[config.mk]
export PLATFORM = sky130hd
export DESIGN_NAME = cic_decimator
export DESIGN_NICKNAME = d
export VERILOG_FILES = /design/src/rtl/cic_decimator.sv
export SDC_FILE = /design/constraint.sdc
export NUM_CORES = 1
export LEC_CHECK = 0
export CAP_MARGIN = 20
export CORE_MARGIN = 2
export CORE_UTILIZATION = 30
export CTS_BUF_LIST = sky130_fd_sc_hd__clkbuf_4 sky130_fd_sc_hd__clkbuf_8 sky130_fd_sc_hd__clkbuf_16
export DETAILED_ROUTE_END_ITERATION = 16
export GPL_TIMING_DRIVEN = 0
export HOLD_SLACK_MARGIN = 0.06
export PLACE_DENSITY = 0.54
export SLEW_MARGIN = 20
export SYNTH_ARGS = -nofsm -noshare
export SYNTH_HDL_FRONTEND = slang
export SYNTH_SLANG_ARGS = --single-unit
[constraint.sdc]
create_clock -name clk -period 16.95 [get_ports clk]
set_clock_uncertainty 0.05 [all_clocks]
set_input_delay 3.39 -clock clk [delete_from_list [all_inputs] [get_ports clk]]
set_output_delay 3.39 -clock clk [all_outputs]
set_load 0.005 [all_outputs]
[src/rtl/cic_decimator.sv]
// N-stage CIC decimator with runtime power-of-two rate, exact R^N gain normalisation
// (round half up, saturate) and a fixed N_STAGES+2 cycle accept-to-output latency.
module cic_decimator #(
  parameter int DATA_WIDTH = 16,
  parameter int N_STAGES   = 3,
  parameter int MAX_LOG2R  = 4
) (
  input  logic                         clk,
  input  logic                         rst_n,
  input  logic [2:0]                   dec_sel,
  input  logic                         valid_in,
  input  logic signed [DATA_WIDTH-1:0] x_in,
  output logic signed [DATA_WIDTH-1:0] x_out,
  output logic                         valid_out
);

  localparam int ACC_WIDTH = DATA_WIDTH + N_STAGES*MAX_LOG2R;
  localparam logic signed [ACC_WIDTH:0] SAT_HI = (ACC_WIDTH+1)'((1 << (DATA_WIDTH-1)) - 1);
  localparam logic signed [ACC_WIDTH:0] SAT_LO = ~SAT_HI;

  logic [2:0]                  dec_q;
  logic [MAX_LOG2R-1:0]        phase_q;
  logic signed [ACC_WIDTH-1:0] integ_q    [N_STAGES];
  logic signed [ACC_WIDTH-1:0] integ_d    [N_STAGES];
  logic signed [ACC_WIDTH-1:0] comb_q     [N_STAGES+1];
  logic signed [ACC_WIDTH-1:0] comb_prev_q[N_STAGES];
  logic signed [ACC_WIDTH-1:0] comb_d     [N_STAGES];
  logic [N_STAGES:0]           stb_q;
  logic signed [ACC_WIDTH:0]   rnd_q, rnd_d, rnd_sum, rnd_add;
  logic                        rnd_stb_q;
  logic signed [DATA_WIDTH-1:0] x_out_q, sat_d;
  logic                        valid_q;

  logic                        cfg_chg;
  logic                        phase_last;
  int unsigned                 log2r;
  int unsigned                 shamt;

  always_comb begin
    cfg_chg    = (dec_sel != dec_q);
    log2r      = (int'(dec_q) > MAX_LOG2R) ? MAX_LOG2R : int'(dec_q);
    shamt      = N_STAGES * log2r;
    phase_last = (32'(phase_q) == ((32'd1 << log2r) - 32'd1));

    // Integrator cascade settles combinationally so the decimated tap sees this sample.
    integ_d[0] = integ_q[0] + {{(ACC_WIDTH-DATA_WIDTH){x_in[DATA_WIDTH-1]}}, x_in};
    for (int unsigned k = 1; k < N_STAGES; k++) begin
      integ_d[k] = integ_q[k] + integ_d[k-1];
    end

    for (int unsigned k = 0; k < N_STAGES; k++) begin
      comb_d[k] = comb_q[k] - comb_prev_q[k];
    end

    rnd_add = (shamt == 0) ? '0 : ((ACC_WIDTH+1)'(1) <<< (shamt - 1));
    rnd_sum = {comb_q[N_STAGES][ACC_WIDTH-1], comb_q[N_STAGES]} + rnd_add;
    rnd_d   = rnd_sum >>> shamt;

    if (rnd_q > SAT_HI)      sat_d = SAT_HI[DATA_WIDTH-1:0];
    else if (rnd_q < SAT_LO) sat_d = SAT_LO[DATA_WIDTH-1:0];
    else                     sat_d = rnd_q[DATA_WIDTH-1:0];
  end

  always_ff @(posedge clk) begin
    if (!rst_n) begin
      dec_q     <= '0;
      phase_q   <= '0;
      stb_q     <= '0;
      rnd_q     <= '0;
      rnd_stb_q <= 1'b0;
      x_out_q   <= '0;
      valid_q   <= 1'b0;
      for (int unsigned k = 0; k < N_STAGES; k++) begin
        integ_q[k]     <= '0;
        comb_prev_q[k] <= '0;
      end
      for (int unsigned k = 0; k <= N_STAGES; k++) comb_q[k] <= '0;
    end else begin
      dec_q <= dec_sel;
      if (cfg_chg) begin
        // Rate change flushes all filter history; x_out deliberately keeps its last value.
        phase_q   <= '0;
        stb_q     <= '0;
        rnd_stb_q <= 1'b0;
        valid_q   <= 1'b0;
        for (int unsigned k = 0; k < N_STAGES; k++) begin
          integ_q[k]     <= '0;
          comb_prev_q[k] <= '0;
        end
        for (int unsigned k = 0; k <= N_STAGES; k++) comb_q[k] <= '0;
      end else begin
        if (valid_in) begin
          integ_q <= integ_d;
          phase_q <= phase_last ? '0 : phase_q + MAX_LOG2R'(1);
        end
        stb_q[0] <= valid_in && phase_last;
        if (valid_in && phase_last) comb_q[0] <= integ_d[N_STAGES-1];
        for (int unsigned k = 0; k < N_STAGES; k++) begin
          stb_q[k+1] <= stb_q[k];
          if (stb_q[k]) begin
            comb_q[k+1]    <= comb_d[k];
            comb_prev_q[k] <= comb_q[k];
          end
        end
        rnd_stb_q <= stb_q[N_STAGES];
        if (stb_q[N_STAGES]) rnd_q <= rnd_d;
        valid_q <= rnd_stb_q;
        if (rnd_stb_q) x_out_q <= sat_d;
      end
    end
  end

  assign x_out     = x_out_q;
  assign valid_out = valid_q;

endmodule

==> results.json, run 1 <==
{
  "track_usage": 0.141,
  "tns_ns": 0,
  "crit_slowest_cell": "clkdlybuf4s50_1",
  "yosysWarnings": 0,
  "drt.antenna.violating_nets": 0,
  "cts_hold_buf": 0,
  "numPortBuffers": 37,
  "totalWireLength_mm": 54.9,
  "synth_area_leaders": "edfxtp_1 22%, dfxtp_1 15%, ha_1 11%",
  "drv_cap": 0,
  "n_antenna_cell": 0,
  "synth_top_cell_by_area": "edfxtp_1",
  "synth_edf_count": 168,
  "cts_buffers": 39,
  "io_pins": 39,
  "std_cell_rows": 101,
  "status": "complete, no violations",
  "total_power_mw": 2.21,
  "rsz0062_at_grt": "no",
  "synth-seq-area-share": 0.370,
  "yosys_most_used_dff": "dfxtp_1",
  "wl_per_cell_um": 15.3,
  "synthArstFlopShare": 0,
  "grt_antenna_before_repair": 1,
  "critPathRequiredTime_ns": 17.21,
  "cts_tree": "done",
  "initial_core_util": 0.302,
  "worst_ir_drop_vdd_v": 0.0000518,
  "setup_viol": 0,
  "drv_slew": 0,
  "die_x_um": 280,
  "post-route-drc-count": 0,
  "ys_types": 90,
  "slew_headroom": 0.264,
  "period_share": 0.607,
  "synthCells": 2498,
  "nFillCells": 7913,
  "ctsResizeCount": 0,
  "yosysMostFrequentCell": "nor2_1",
  "dpl.hpwl_mm": 42.8,
  "cts.clk_slew.worst_paths_ns": 0.06,
  "cts_setup_buffers": 0,
  "cts_sinks": 338,
  "fp.dieArea_um2": 78200,
  "synth_area_um2": 22800,
  "syn-mean-instance-area_um2": 9.13,
  "crit_path_end_kind": "register",
  "p_per_area_nw_per_um2": 85.7,
  "finalHoldViolCount": 0,
  "p_leak_nw": 10.8,
  "cp_max_fo": 4,
  "fin_crit_ns": 10.29,
  "cts_root_buf": "clkbuf_16",
  "cp_slowest_stage_delay_ns": 0.50,
  "nNetsFinal": 2809,
  "hp-class": "reg -> reg",
  "grt_start_max_net_pins": 32,
  "drt_iter0_drc": 737,
  "grt_pass1_vias": 17189,
  "cts_buffer_depth": 3,
  "drt_first_pass_iters": 5,
  "coreArea_um2": 75600,
  "worst_slew_pin_slew_ns": 1.10,
  "synth_common_cells": "294 x nor2_1, 198 x ha_1, 170 x dfxtp_1",
  "via_count": 17576,
  "die_h_um": 280,
  "grt.overflow.total": 0,
  "worstSetupPathType": "in -> reg",
  "fmax_mhz": 97.2,
  "synthToLayoutAreaGrowth_pct": 13.2,
  "fin_cells": 3591,
  "synth_top_area_frac": 0.221,
  "cpMostUsedCell": "a21oi_1",
  "gp_congestion": 0.882,
  "htreeDepth": 2,
  "grt_first_pass_wirelength_mm": 89.7,
  "ys_seq_elements": 338,
  "crit_arrival_ns": 10.54,
  "worstSkewPairLatency_ns": 0.57,
  "dp_cells": 3518,
  "drive_above_1_share": 0.0478,
  "vias_per_cell": 4.89,
  "worstSetupStartpointType": "primary input"
}
state kept, by name (all words and copies together) (netlist names):
register	cells
comb_prev_q	84
comb_q	112
dec_q	3
integ_q	84
phase_q	4
rnd_q	29
rnd_stb_q	1
stb_q	4
valid_out	1
x_out	16
cell families (layout without fill, tap and decap cells):
family | count (synthesis) | in the layout | synth area share
AND/OR/NAND/NOR | 805 | 805 | 0.170
multiplexers | 131 | 131 | 0.0616
flip-flops | 338 | 338 | 0.370
other | 1 | 6 | 0.000164
buffers and inverters | 232 | 342 | 0.0382
AO/OA/AOI/OAI | 608 | 608 | 0.176
XOR/XNOR | 178 | 178 | 0.0687
adder cells (fa/ha/maj) | 205 | 205 | 0.115
per-layer routing:
layer / up-vias / GRT usage / routed length, µm
li1: 9144 / - / -
met3: 76 / 0.0208 / 1790
met4: 0 / 0.0392 / 1280
met2: 245 / 0.250 / 26500
met5: - / 0 / 0
met1: 8111 / 0.177 / 25400
worst max-delay path: cells and delay by family:
family | cells | cell delay (ns)
compound gates | 16 | 3.47
fa+ha+maj | 4 | 1.30
xor+xnor | 5 | 0.94
simple gates | 8 | 0.89
buf+inv | 2 | 0.57
path summary, 6_finish.rpt:
path,slack [ns],from,depth (start not counted),end
max,6.66,x_in[0],35,comb_q[0][27]
min,0.43,comb_q[2][23],2,comb_q[2][23]
max reg2reg,9.17,dec_q[2],23,rnd_q[22]
min reg2reg,0.43,comb_q[2][23],2,comb_q[2][23]
through the flow:
step | utilization | cell area (µm²) | hold slack, ns | worst slack [ns]
global placement | 0.323 | 24400 | 0.422 | 6.05
finish | 0.342 | 25800 | 0.433 | 6.66
detailed placement | 0.323 | 24400 | 0.422 | 6.06
CTS | 0.341 | 25800 | 0.439 | 6.63
global route | 0.342 | 25800 | 0.459 | 6.05
floorplan | - | 22800 | 0.389 | 7.82
cells in the final DEF (no fill, tap or decap), drive strengths merged, types with 37 or more instances in the layout:
cell type      synthesis  final
xnor2                 93     93
clkdlybuf4s50          0     37
nand2                131    131
a21oi                167    167
inv                  145    146
edfxtp               168    168
and2                  41     41
dfxtp                170    170
o21ai                135    135
xor2                  85     85
nand3                 57     57
nor2                 294    294
nor2b                108    108
nor3                  49     49
a21o                  83     83
ha                   198    198
clkbuf                71    127
mux2i                120    120
report_power, final:
group	total (mW)	internal, mW	switching [mW]
sequential	0.888	0.877	0.0110
combinational	0.449	0.188	0.261
clock	0.877	0.518	0.359
layout make-up:
class / count / area, µm² / share of cell area
multi-input cells: 1933 / 13500 / 0.524
flip-flops and latches: 338 / 8450 / 0.327
well taps: 978 / 1220 / 0.0474
clock buffers: 56 / 1170 / 0.0453
inverters: 145 / 544 / 0.0211
repair buffers: 38 / 398 / 0.0154
plain buffers: 87 / 328 / 0.0127
clock inverters: 16 / 184 / 0.00713
Note: power is estimated with default switching activity, not from simulation.
==> inputs of run 2 (changes only) <==
--- a/config.mk
+++ b/config.mk
@@ -12,7 +12,7 @@
 export DETAILED_ROUTE_END_ITERATION = 16
 export GPL_TIMING_DRIVEN = 0
 export HOLD_SLACK_MARGIN = 0.06
-export PLACE_DENSITY = 0.54
+export PLACE_DENSITY = 0.56
 export SLEW_MARGIN = 20
 export SYNTH_ARGS = -nofsm -noshare
 export SYNTH_HDL_FRONTEND = slang
==> constraint.sdc (replaced) <==
create_clock -name clk -period 8.8 [get_ports clk]
set_clock_uncertainty 0.05 [all_clocks]
set_input_delay 1.76 -clock clk [delete_from_list [all_inputs] [get_ports clk]]
set_output_delay 1.76 -clock clk [all_outputs]
set_load 0.005 [all_outputs]
==> run 2 against run 1 <==
  * Die area did not move
  * Cell area hardly changed
  * Sequential power increased by 93%
  * Largest cell class unchanged
==> results.json, run 2 (synthesis gave the netlist of run 1 again) <==
{
  "grt_start_max_net_pins": 32,
  "via_count": 17606,
  "cts_tree": "done",
  "worstSetupPathType": "in -> reg",
  "fin_crit_ns": 8.20,
  "worst_slew_pin_slew_ns": 1.04,
  "htreeDepth": 2,
  "worst_ir_drop_vdd_v": 0.0000935,
  "numPortBuffers": 37,
  "die_h_um": 280,
  "coreArea_um2": 75600,
  "cts_sinks": 338,
  "cts_buffer_depth": 3,
  "gp_congestion": 0.866,
  "rsz0062_at_grt": "no",
  "drv_cap": 0,
  "crit_arrival_ns": 8.46,
  "totalWireLength_mm": 54.0,
  "tns_ns": 0,
  "final_area_um2": 25800,
  "placed_area_um2": 24400,
  "fin_cells": 3589,
  "largest_reg_flops": 112,
  "reg_top3": "comb_q x112, comb_prev_q x84, integ_q x84",
  "fmax_mhz": 122,
  "nNetsFinal": 2808,
  "cts_hold_buf": 0,
  "cts.clk_slew.worst_paths_ns": 0.06,
  "cts_root_buf": "clkbuf_16",
  "crit_family": "compound AO/OA/AOI/OAI gates",
  "post-route-drc-count": 0,
  "drt.antenna.violating_nets": 0,
  "worstSetupStartpointType": "primary input",
  "holdCritStartpoint": "comb_q[2][23]",
  "io_pins": 39,
  "total_power_mw": 4.28,
  "cp_slowest_stage_delay_ns": 0.47,
  "grt_first_pass_wirelength_mm": 87.9,
  "wl_per_cell_um": 15.1,
  "finalHoldViolCount": 0,
  "r2r_start": "dec_q[2]",
  "crit_slowest_cell": "clkdlybuf4s50_1",
  "p_per_area_nw_per_um2": 166,
  "slew_headroom": 0.304,
  "hp-class": "reg -> reg",
  "r2r_slack_ns": 1.18,
  "n_antenna_cell": 0,
  "critical_path_buf_inv_count": 2,
  "vias_per_cell": 4.91,
  "die_x_um": 280,
  "regToRegEndpoint": "rnd_q[22]",
  "min_to": "comb_q[2][23]",
  "dp_cells": 3518,
  "synthToLayoutAreaGrowth_pct": 13.2,
  "dpl.hpwl_mm": 42.0,
  "layout_common_cells": "294 x nor2_1, 198 x ha_1, 170 x dfxtp_1, 168 x edfxtp_1, 165 x a21oi_1",
  "grt_antenna_before_repair": 1,
  "reg2reg_depth": 23,
  "crit_path_end_kind": "register",
  "worstSkewPairLatency_ns": 0.58,
  "largest-register": "comb_q",
  "grt.overflow.total": 0,
  "period_share": 0.932,
  "drt_first_pass_iters": 5,
  "cp_max_fo": 4,
  "nFillCells": 7850,
  "track_usage": 0.137,
  "drv_slew": 0,
  "p_leak_nw": 10.8,
  "status": "complete, no violations",
  "initial_core_util": 0.302,
  "critPathRequiredTime_ns": 9.05,
  "drt_iter0_drc": 775,
  "std_cell_rows": 101,
  "fin_util": 0.342,
  "drive_above_1_share": 0.0483,
  "grt_pass1_vias": 16980,
  "fp.dieArea_um2": 78200,
  "setup_viol": 0,
  "final_common_cell": "nor2_1",
  "cts_buffers": 38,
  "hold_path_depth": 2
}
## run 2: changes by cell type in the layout (fill, tap and decap cells not counted), moves of 2 or more
| cell | previous run | this run |
|---|---|---|
| bufinv_16 | 2 | 6 |
| clkbuf_16 | 41 | 38 |
| clkbuf_8 | 5 | 2 |
| clkinv_4 | 4 | 1 |
| clkinv_1 | 3 | 5 |
## run 2: where the power goes
part | leakage (nW) | switching [mW] | internal, mW | total [mW]
clock network | 0.659 | 0.680 | 1.03 | 1.71
registers | 3.39 | 0.0211 | 1.69 | 1.71
logic | 6.76 | 0.499 | 0.361 | 0.860
## run 2: tightest hold or removal path: cells and delay by family (launching register included)
| kind | cells | cell delay [ns] |
|---|---|---|
| flops | 1 | 0.32 |
| compound gates | 1 | 0.06 |
| simple gates | 1 | 0.05 |
## run 2: repair_timing
action                                  4_1_cts  5_1_grt
buffers inserted                              0        0
gates resized for setup                       0        4
endpoints found under the setup margin        0        4
## run 2: how the worst max path moves through the flow
| stage | start | to | slack [ns] | cells after the start |
|---|---|---|---|---|
| 2_1_floorplan | x_in[0] | comb_q[0][27] | 1.30 | 34 |
| 3_3_place_gp | x_in[0] | comb_q[0][27] | -0.38 | 35 |
| 3_5_place_dp | x_in[0] | comb_q[0][27] | -0.36 | 35 |
| 4_1_cts | x_in[0] | comb_q[0][27] | 0.22 | 35 |
| 5_1_grt | x_in[0] | comb_q[0][27] | 0.05 | 30 |
| 6_report | x_in[0] | comb_q[0][27] | 0.60 | 35 |
## run 2: final cells by class
cell class              count  area (µm²)  area share
inverters                 145         544      0.0211
multi-input cells        1933       13500       0.524
clock inverters            21         305      0.0118
well taps                 978        1220      0.0474
clock buffers              49        1050      0.0405
flip-flops and latches    338        8450       0.327
repair buffers             38         385      0.0149
plain buffers              87         328      0.0127
## run 2: per-stage QoR
| step | setup WS [ns] | hold WS (ns) |
|---|---|---|
| 6_report | 0.596 | 0.430 |
| 5_1_grt | 0.0503 | 0.459 |
| 4_1_cts | 0.218 | 0.439 |
| 3_5_place_dp | -0.356 | 0.425 |
| 3_3_place_gp | -0.380 | 0.423 |
| 2_1_floorplan | 1.30 | 0.389 |
## run 2: metal layers
metal  wire length (µm)  vias up  track usage
li1                   -     9155            -
met1              25200     8114        0.174
met2              25700      242        0.239
met3               1590       95       0.0179
met4               1570        0       0.0465
met5                  0        -            0
